File: config.mk
export PLATFORM = sky130hd
export DESIGN_NAME = spm_boot_loader
export DESIGN_NICKNAME = d
export VERILOG_FILES = /design/src/rtl/spm_boot_loader.sv
export SDC_FILE = /design/constraint.sdc
export NUM_CORES = 1
export LEC_CHECK = 0
export ABC_AREA = 1
export BUFFER_PORTS_ARGS = -buffer_cell sky130_fd_sc_hd__buf_2
export CAP_MARGIN = 20
export CORE_MARGIN = 3
export CORE_UTILIZATION = 39
export DETAILED_ROUTE_END_ITERATION = 7
export HOLD_SLACK_MARGIN = 0.03
export PLACE_DENSITY_LB_ADDON = 0.08
export SLEW_MARGIN = 25
export SYNTH_ARGS = -nofsm -noshare
export SYNTH_HDL_FRONTEND = slang
export SYNTH_SLANG_ARGS = --single-unit
File: constraint.sdc
create_clock -name clk -period 5.05 [get_ports clk]
set_input_delay 0.505 -clock clk [delete_from_list [all_inputs] [get_ports clk]]
set_output_delay 0.505 -clock clk [all_outputs]
set_load 0.05 [all_outputs]
File: src/rtl/spm_boot_loader.sv
// rtl/spm_boot_loader.sv - boot and debug controller owning the RISC_SPM SRAM port
module spm_boot_loader #(
    parameter int word_size     = 8,
    parameter int addr_size     = 8,
    parameter int clear_on_boot = 1,
    parameter int read_lat      = 1
) (
    input  logic                 clk,
    input  logic                 rst,
    input  logic                 host_valid,
    output logic                 host_ready,
    input  logic [addr_size-1:0] host_addr,
    input  logic [word_size-1:0] host_data,
    input  logic                 host_last,
    output logic                 mem_sel,
    output logic [addr_size-1:0] mem_addr,
    output logic [word_size-1:0] mem_wdata,
    output logic                 mem_write,
    output logic                 mem_read,
    input  logic [word_size-1:0] mem_rdata,
    output logic                 cpu_rst_n,
    input  logic                 cpu_halt,
    input  logic                 reboot,
    input  logic                 probe_req,
    input  logic [addr_size-1:0] probe_addr,
    output logic [word_size-1:0] probe_data,
    output logic                 probe_valid,
    output logic                 boot_done,
    output logic [addr_size:0]   load_count
);

    typedef enum logic [2:0] {
        ST_CLEAR  = 3'd0,
        ST_LOAD   = 3'd1,
        ST_START  = 3'd2,
        ST_RUN    = 3'd3,
        ST_HALTED = 3'd4
    } state_t;

    // Entry state after reset or reboot: zero-fill first only when requested.
    localparam state_t         BOOT_STATE = (clear_on_boot != 0) ? ST_CLEAR : ST_LOAD;
    localparam logic [addr_size:0]   CNT_MAX   = '1;
    localparam logic [addr_size-1:0] LAST_ADDR = '1;
    localparam logic [1:0]           LAT_INIT  = 2'(read_lat);

    state_t                 state_q, state_d;
    logic [addr_size-1:0]   clr_cnt_q, clr_cnt_d;
    logic                   busy_q, busy_d;
    logic [1:0]             lat_cnt_q, lat_cnt_d;

    logic                   host_ready_q, host_ready_d;
    logic                   mem_sel_q, mem_sel_d;
    logic [addr_size-1:0]   mem_addr_q, mem_addr_d;
    logic [word_size-1:0]   mem_wdata_q, mem_wdata_d;
    logic                   mem_write_q, mem_write_d;
    logic                   mem_read_q, mem_read_d;
    logic                   cpu_rst_n_q, cpu_rst_n_d;
    logic [word_size-1:0]   probe_data_q, probe_data_d;
    logic                   probe_valid_q, probe_valid_d;
    logic                   boot_done_q, boot_done_d;
    logic [addr_size:0]     load_count_q, load_count_d;

    // State register and registered outputs; reset aborts any operation in flight.
    always_ff @(posedge clk) begin
        if (rst) begin
            state_q       <= BOOT_STATE;
            clr_cnt_q     <= '0;
            busy_q        <= 1'b0;
            lat_cnt_q     <= '0;
            host_ready_q  <= 1'b0;
            mem_sel_q     <= 1'b1;
            mem_addr_q    <= '0;
            mem_wdata_q   <= '0;
            mem_write_q   <= 1'b0;
            mem_read_q    <= 1'b0;
            cpu_rst_n_q   <= 1'b0;
            probe_data_q  <= '0;
            probe_valid_q <= 1'b0;
            boot_done_q   <= 1'b0;
            load_count_q  <= '0;
        end else begin
            state_q       <= state_d;
            clr_cnt_q     <= clr_cnt_d;
            busy_q        <= busy_d;
            lat_cnt_q     <= lat_cnt_d;
            host_ready_q  <= host_ready_d;
            mem_sel_q     <= mem_sel_d;
            mem_addr_q    <= mem_addr_d;
            mem_wdata_q   <= mem_wdata_d;
            mem_write_q   <= mem_write_d;
            mem_read_q    <= mem_read_d;
            cpu_rst_n_q   <= cpu_rst_n_d;
            probe_data_q  <= probe_data_d;
            probe_valid_q <= probe_valid_d;
            boot_done_q   <= boot_done_d;
            load_count_q  <= load_count_d;
        end
    end

    // Next-state and next-output logic; strobes default low, data/address hold.
    always_comb begin
        state_d       = state_q;
        clr_cnt_d     = clr_cnt_q;
        busy_d        = busy_q;
        lat_cnt_d     = lat_cnt_q;
        host_ready_d  = 1'b0;
        mem_sel_d     = mem_sel_q;
        mem_addr_d    = mem_addr_q;
        mem_wdata_d   = mem_wdata_q;
        mem_write_d   = 1'b0;
        mem_read_d    = 1'b0;
        cpu_rst_n_d   = cpu_rst_n_q;
        probe_data_d  = probe_data_q;
        probe_valid_d = 1'b0;
        boot_done_d   = boot_done_q;
        load_count_d  = load_count_q;

        case (state_q)
            ST_CLEAR: begin
                // One zero write per cycle over the whole array, single pass.
                mem_sel_d   = 1'b1;
                cpu_rst_n_d = 1'b0;
                boot_done_d = 1'b0;
                mem_write_d = 1'b1;
                mem_addr_d  = clr_cnt_q;
                mem_wdata_d = '0;
                clr_cnt_d   = clr_cnt_q + 1'b1;
                if (clr_cnt_q == LAST_ADDR) begin
                    clr_cnt_d = '0;
                    state_d   = ST_LOAD;
                end
            end
            ST_LOAD: begin
                mem_sel_d    = 1'b1;
                cpu_rst_n_d  = 1'b0;
                host_ready_d = 1'b1;
                if (host_valid && host_ready_q) begin
                    mem_write_d = 1'b1;
                    mem_addr_d  = host_addr;
                    mem_wdata_d = host_data;
                    if (load_count_q != CNT_MAX) begin
                        load_count_d = load_count_q + 1'b1;
                    end
                    if (host_last) begin
                        host_ready_d = 1'b0;
                        state_d      = ST_START;
                    end
                end
            end
            ST_START: begin
                // Final host write is on the bus this cycle; hand SRAM to the CPU next.
                mem_sel_d = 1'b0;
                state_d   = ST_RUN;
            end
            ST_RUN: begin
                mem_sel_d   = 1'b0;
                cpu_rst_n_d = 1'b1;
                boot_done_d = 1'b1;
                if (cpu_halt) begin
                    mem_sel_d = 1'b1;
                    state_d   = ST_HALTED;
                end
            end
            ST_HALTED: begin
                mem_sel_d   = 1'b1;
                cpu_rst_n_d = 1'b1;
                boot_done_d = 1'b1;
                if (reboot) begin
                    // Reboot beats any probe and drops one already in flight.
                    state_d      = BOOT_STATE;
                    cpu_rst_n_d  = 1'b0;
                    boot_done_d  = 1'b0;
                    load_count_d = '0;
                    clr_cnt_d    = '0;
                    busy_d       = 1'b0;
                    lat_cnt_d    = '0;
                end else if (busy_q) begin
                    if (lat_cnt_q == 2'd0) begin
                        busy_d        = 1'b0;
                        probe_valid_d = 1'b1;
                        probe_data_d  = mem_rdata;
                    end else begin
                        lat_cnt_d = lat_cnt_q - 1'b1;
                    end
                end else if (probe_req) begin
                    mem_read_d = 1'b1;
                    mem_addr_d = probe_addr;
                    busy_d     = 1'b1;
                    lat_cnt_d  = LAT_INIT;
                end
            end
            default: begin
                state_d = BOOT_STATE;
            end
        endcase
    end

    assign host_ready  = host_ready_q;
    assign mem_sel     = mem_sel_q;
    assign mem_addr    = mem_addr_q;
    assign mem_wdata   = mem_wdata_q;
    assign mem_write   = mem_write_q;
    assign mem_read    = mem_read_q;
    assign cpu_rst_n   = cpu_rst_n_q;
    assign probe_data  = probe_data_q;
    assign probe_valid = probe_valid_q;
    assign boot_done   = boot_done_q;
    assign load_count  = load_count_q;

endmodule

==> results.toml <==
[place]
place_hpwl_mm = 4.96
gp_congestion = 0.812
pre_cts_slack_ns = 2.90
port-buffer-count = 78

[worst_setup_path]
critPathRequiredTime_ns = 5.26
slowest_delay_ns = 0.39
crit_path_end_kind = "flip-flop"
crit_type = "flip-flop to flip-flop"
path_cells = "ha_1, nand3_1, nor2_1, nand2_1, nor2_1, ha_1, nand3_1, nand2_2, nor2_2, nand3_1, nand2_1, nor2_1"
arrival_ns = 2.18
worst-path-max-fanout = 11
cp_slowest_cell = "nor2_2"
start_kind = "flip-flop"

[outcome]
outcome = "complete, no violations"

[floorplan]
die_h_um = 88.8
dieArea_mm2 = 0.00789
pin_count = 79
core_area_mm2 = 0.00649
chipWidth_um = 88.8
start_util_pct = 41.2
row_count = 29

[clocking]
cts_tree = "yes"
hold_buffers = 0
clk_root_buffer_cell = "clkbuf_8"
post_cts_buffers = 0
clock_latency_ns = 0.30
cts_resized = 0
clkSlewWorstSetupHoldPaths_ns = 0.09
cts_buffers = 5
htree_levels = 2
clock-sinks = 54
clk_path_buf_depth = 2

[timing]
fmaxAchievable_ghz = 0.506
tightest_slew_ns = 0.578
finalCriticalPeriod_ns = 1.98
finalHoldViolCount = 0
slew_headroom_pct = 61.4
timing.final.ws_setup_ns = 3.07
setup_violations = 0
rsz0062_at_grt = "no"
skew_ns = 0.00611
tns_ns = 0
fin_crit_sh_pct = 39.1
slew_violations = 0

[final_layout]
ff_latch_area_mm2 = 0.00108
antenna-diode-count = 0
multi_input_comb_area_mm2 = 0.00135
fillers = 700
final_common_cell = "nand2_1"
drive_gt1_share_pct = 24.7
syn_to_final_growth_pct = 17.8
finalNetCount = 500
final_cell_mix = "97 x nand2_1, 78 x buf_2, 66 x nor2_1"

[pwr]
power.switching_uw = 736
switching_share_pct = 48.3
power_frac_comb_pct = 49.2
finalPower_uw = 1520
ir_drop_mv = 0.163
p_int_uw = 788
p_leak_uw = 0.00149
p_per_area_mw_per_mm2 = 484
power_frac_seq_pct = 35.8
clock_power_share_pct = 15.0

[yosys]
ys_types = 32
ys_top_cells_by_area = "dfxtp_1 40%, nand2_1 14%, nor2_1 9.3%, nand3_1 4.9%, inv_1 4.8%"
ys_ff_latch = 54
syn_area_per_cell_um2 = 7.02
post_synth_inst_count = 381
yosysTopAreaCellShare_pct = 40.4
synth.yosys.seq_area_share_pct = 40.4
synth_area_leader_cell = "dfxtp_1"
syn_area_mm2 = 0.00267
syn_nets = 424
ys_warn_count = 0

[min_path]
hold_class = "input port to flip-flop"

[global_route]
grt.total_usage_pct = 17.0
grt_pass1_vias = 2345
grt_max_degree = 22
grt_pass1_wl_mm = 10.7
antenna_found_initial = 0
grt_overflow_total = 0

[run]
drv_cap = 0

[detailed_routing]
dr.pass1.iters = 4
ant_nets = 0
vias = 2532
routed_wl_mm = 6.51
vias_per_cell = 4.74
drt_iter0_markers = 102
wire_per_inst_um = 12.2
drc = 0
[logic make-up after synthesis]
kind of cell	synth area share [%]
flops	40.4
xor+xnor	0.983
fa+ha+maj	1.87
simple gates	36.3
buf+inv	9.12
compound gates	11.3
[state kept, by name, indices dropped and copies added (netlist names)]
register	cells
load_count	9
mem_wdata	8
lat_cnt_q	2
probe_valid	1
mem_write	1
probe_data	8
busy_q	1
cpu_rst_n	1
state_q	3
host_ready	1
mem_read	1
mem_sel	1
mem_addr	8
boot_done	1
clr_cnt_q	8
[cells in the mapped netlist, drive strengths merged]
master,instances
nor3b,1
nand3b,1
clkbuf,6
inv,39
o21bai,1
clkinv,1
nor2,71
or2,1
a21oi,19
a31oi,1
ha,4
o211ai,6
nand2,106
xor2,3
o221ai,1
dfxtp,54
nand4,1
nor3,5
buf,4
nand3,31
o21ai,25
[worst max-delay path: cells and delay by family, from the launching register on]
kind	cells	cell delay (ns)
adder cells (fa/ha/maj)	2	0.45
AND/OR/NAND/NOR	10	1.08
flip-flops	1	0.36
[path summary, 6_finish.rpt]
kind                                                   end  slack [ns]  cells past startpoint                  startpoint
worst max-delay path            load_count[2]$_SDFFE_PP0P_        3.07                     12  load_count[0]$_SDFFE_PP0P_
worst min-delay path            probe_data[2]$_SDFFE_PP0P_        0.42                      3                mem_rdata[2]
worst max register to register  load_count[2]$_SDFFE_PP0P_        3.07                     12  load_count[0]$_SDFFE_PP0P_
worst min register to register   lat_cnt_q[1]$_SDFFE_PP0P_        0.47                      2   lat_cnt_q[1]$_SDFFE_PP0P_
[per-layer routing]
metal,vias to the layer above,GRT usage [%],part of all wire (%)
met5,-,0,0
met1,1106,21.5,46
met4,0,4.95,1.3
met3,7,3.17,5.4
li1,1361,-,-
met2,58,29.5,47
[stage by stage]
| stage | instance area, um2 | instances | util [%] | hold slack (ns) |
|---|---|---|---|---|
| 6_report | 3150 | 534 | 48.5 | 0.421 |
| 5_1_grt | 3150 | 534 | 48.5 | 0.422 |
| 4_1_cts | 3150 | 534 | 48.5 | 0.412 |
| 3_5_place_dp | 3070 | 527 | 47.3 | 0.459 |
| 3_3_place_gp | 3070 | 527 | 47.3 | 0.454 |
| 2_1_floorplan | 2670 | 381 | - | 0.437 |
[power groups by stage]
stage | Sequential [uW] | Combinational, uW | Clock (uW)
finish | 545 | 750 | 229
detailed placement | 556 | 758 | 0
CTS | 546 | 760 | 241
global route | 555 | 848 | 254
global placement | 553 | 759 | 0
floorplan | 711 | 458 | 0
[cell type report]
type                            instances  area share [%]
Multi-Input combinational cell        277            42.8
Sequential cell                        54            34.3
Timing Repair Buffer                   79            12.6
Inverter                               40            4.77
Tap cell                               77            3.06
Clock buffer                            7            2.42
No activity file was read; power rests on OpenSTA's default activity.
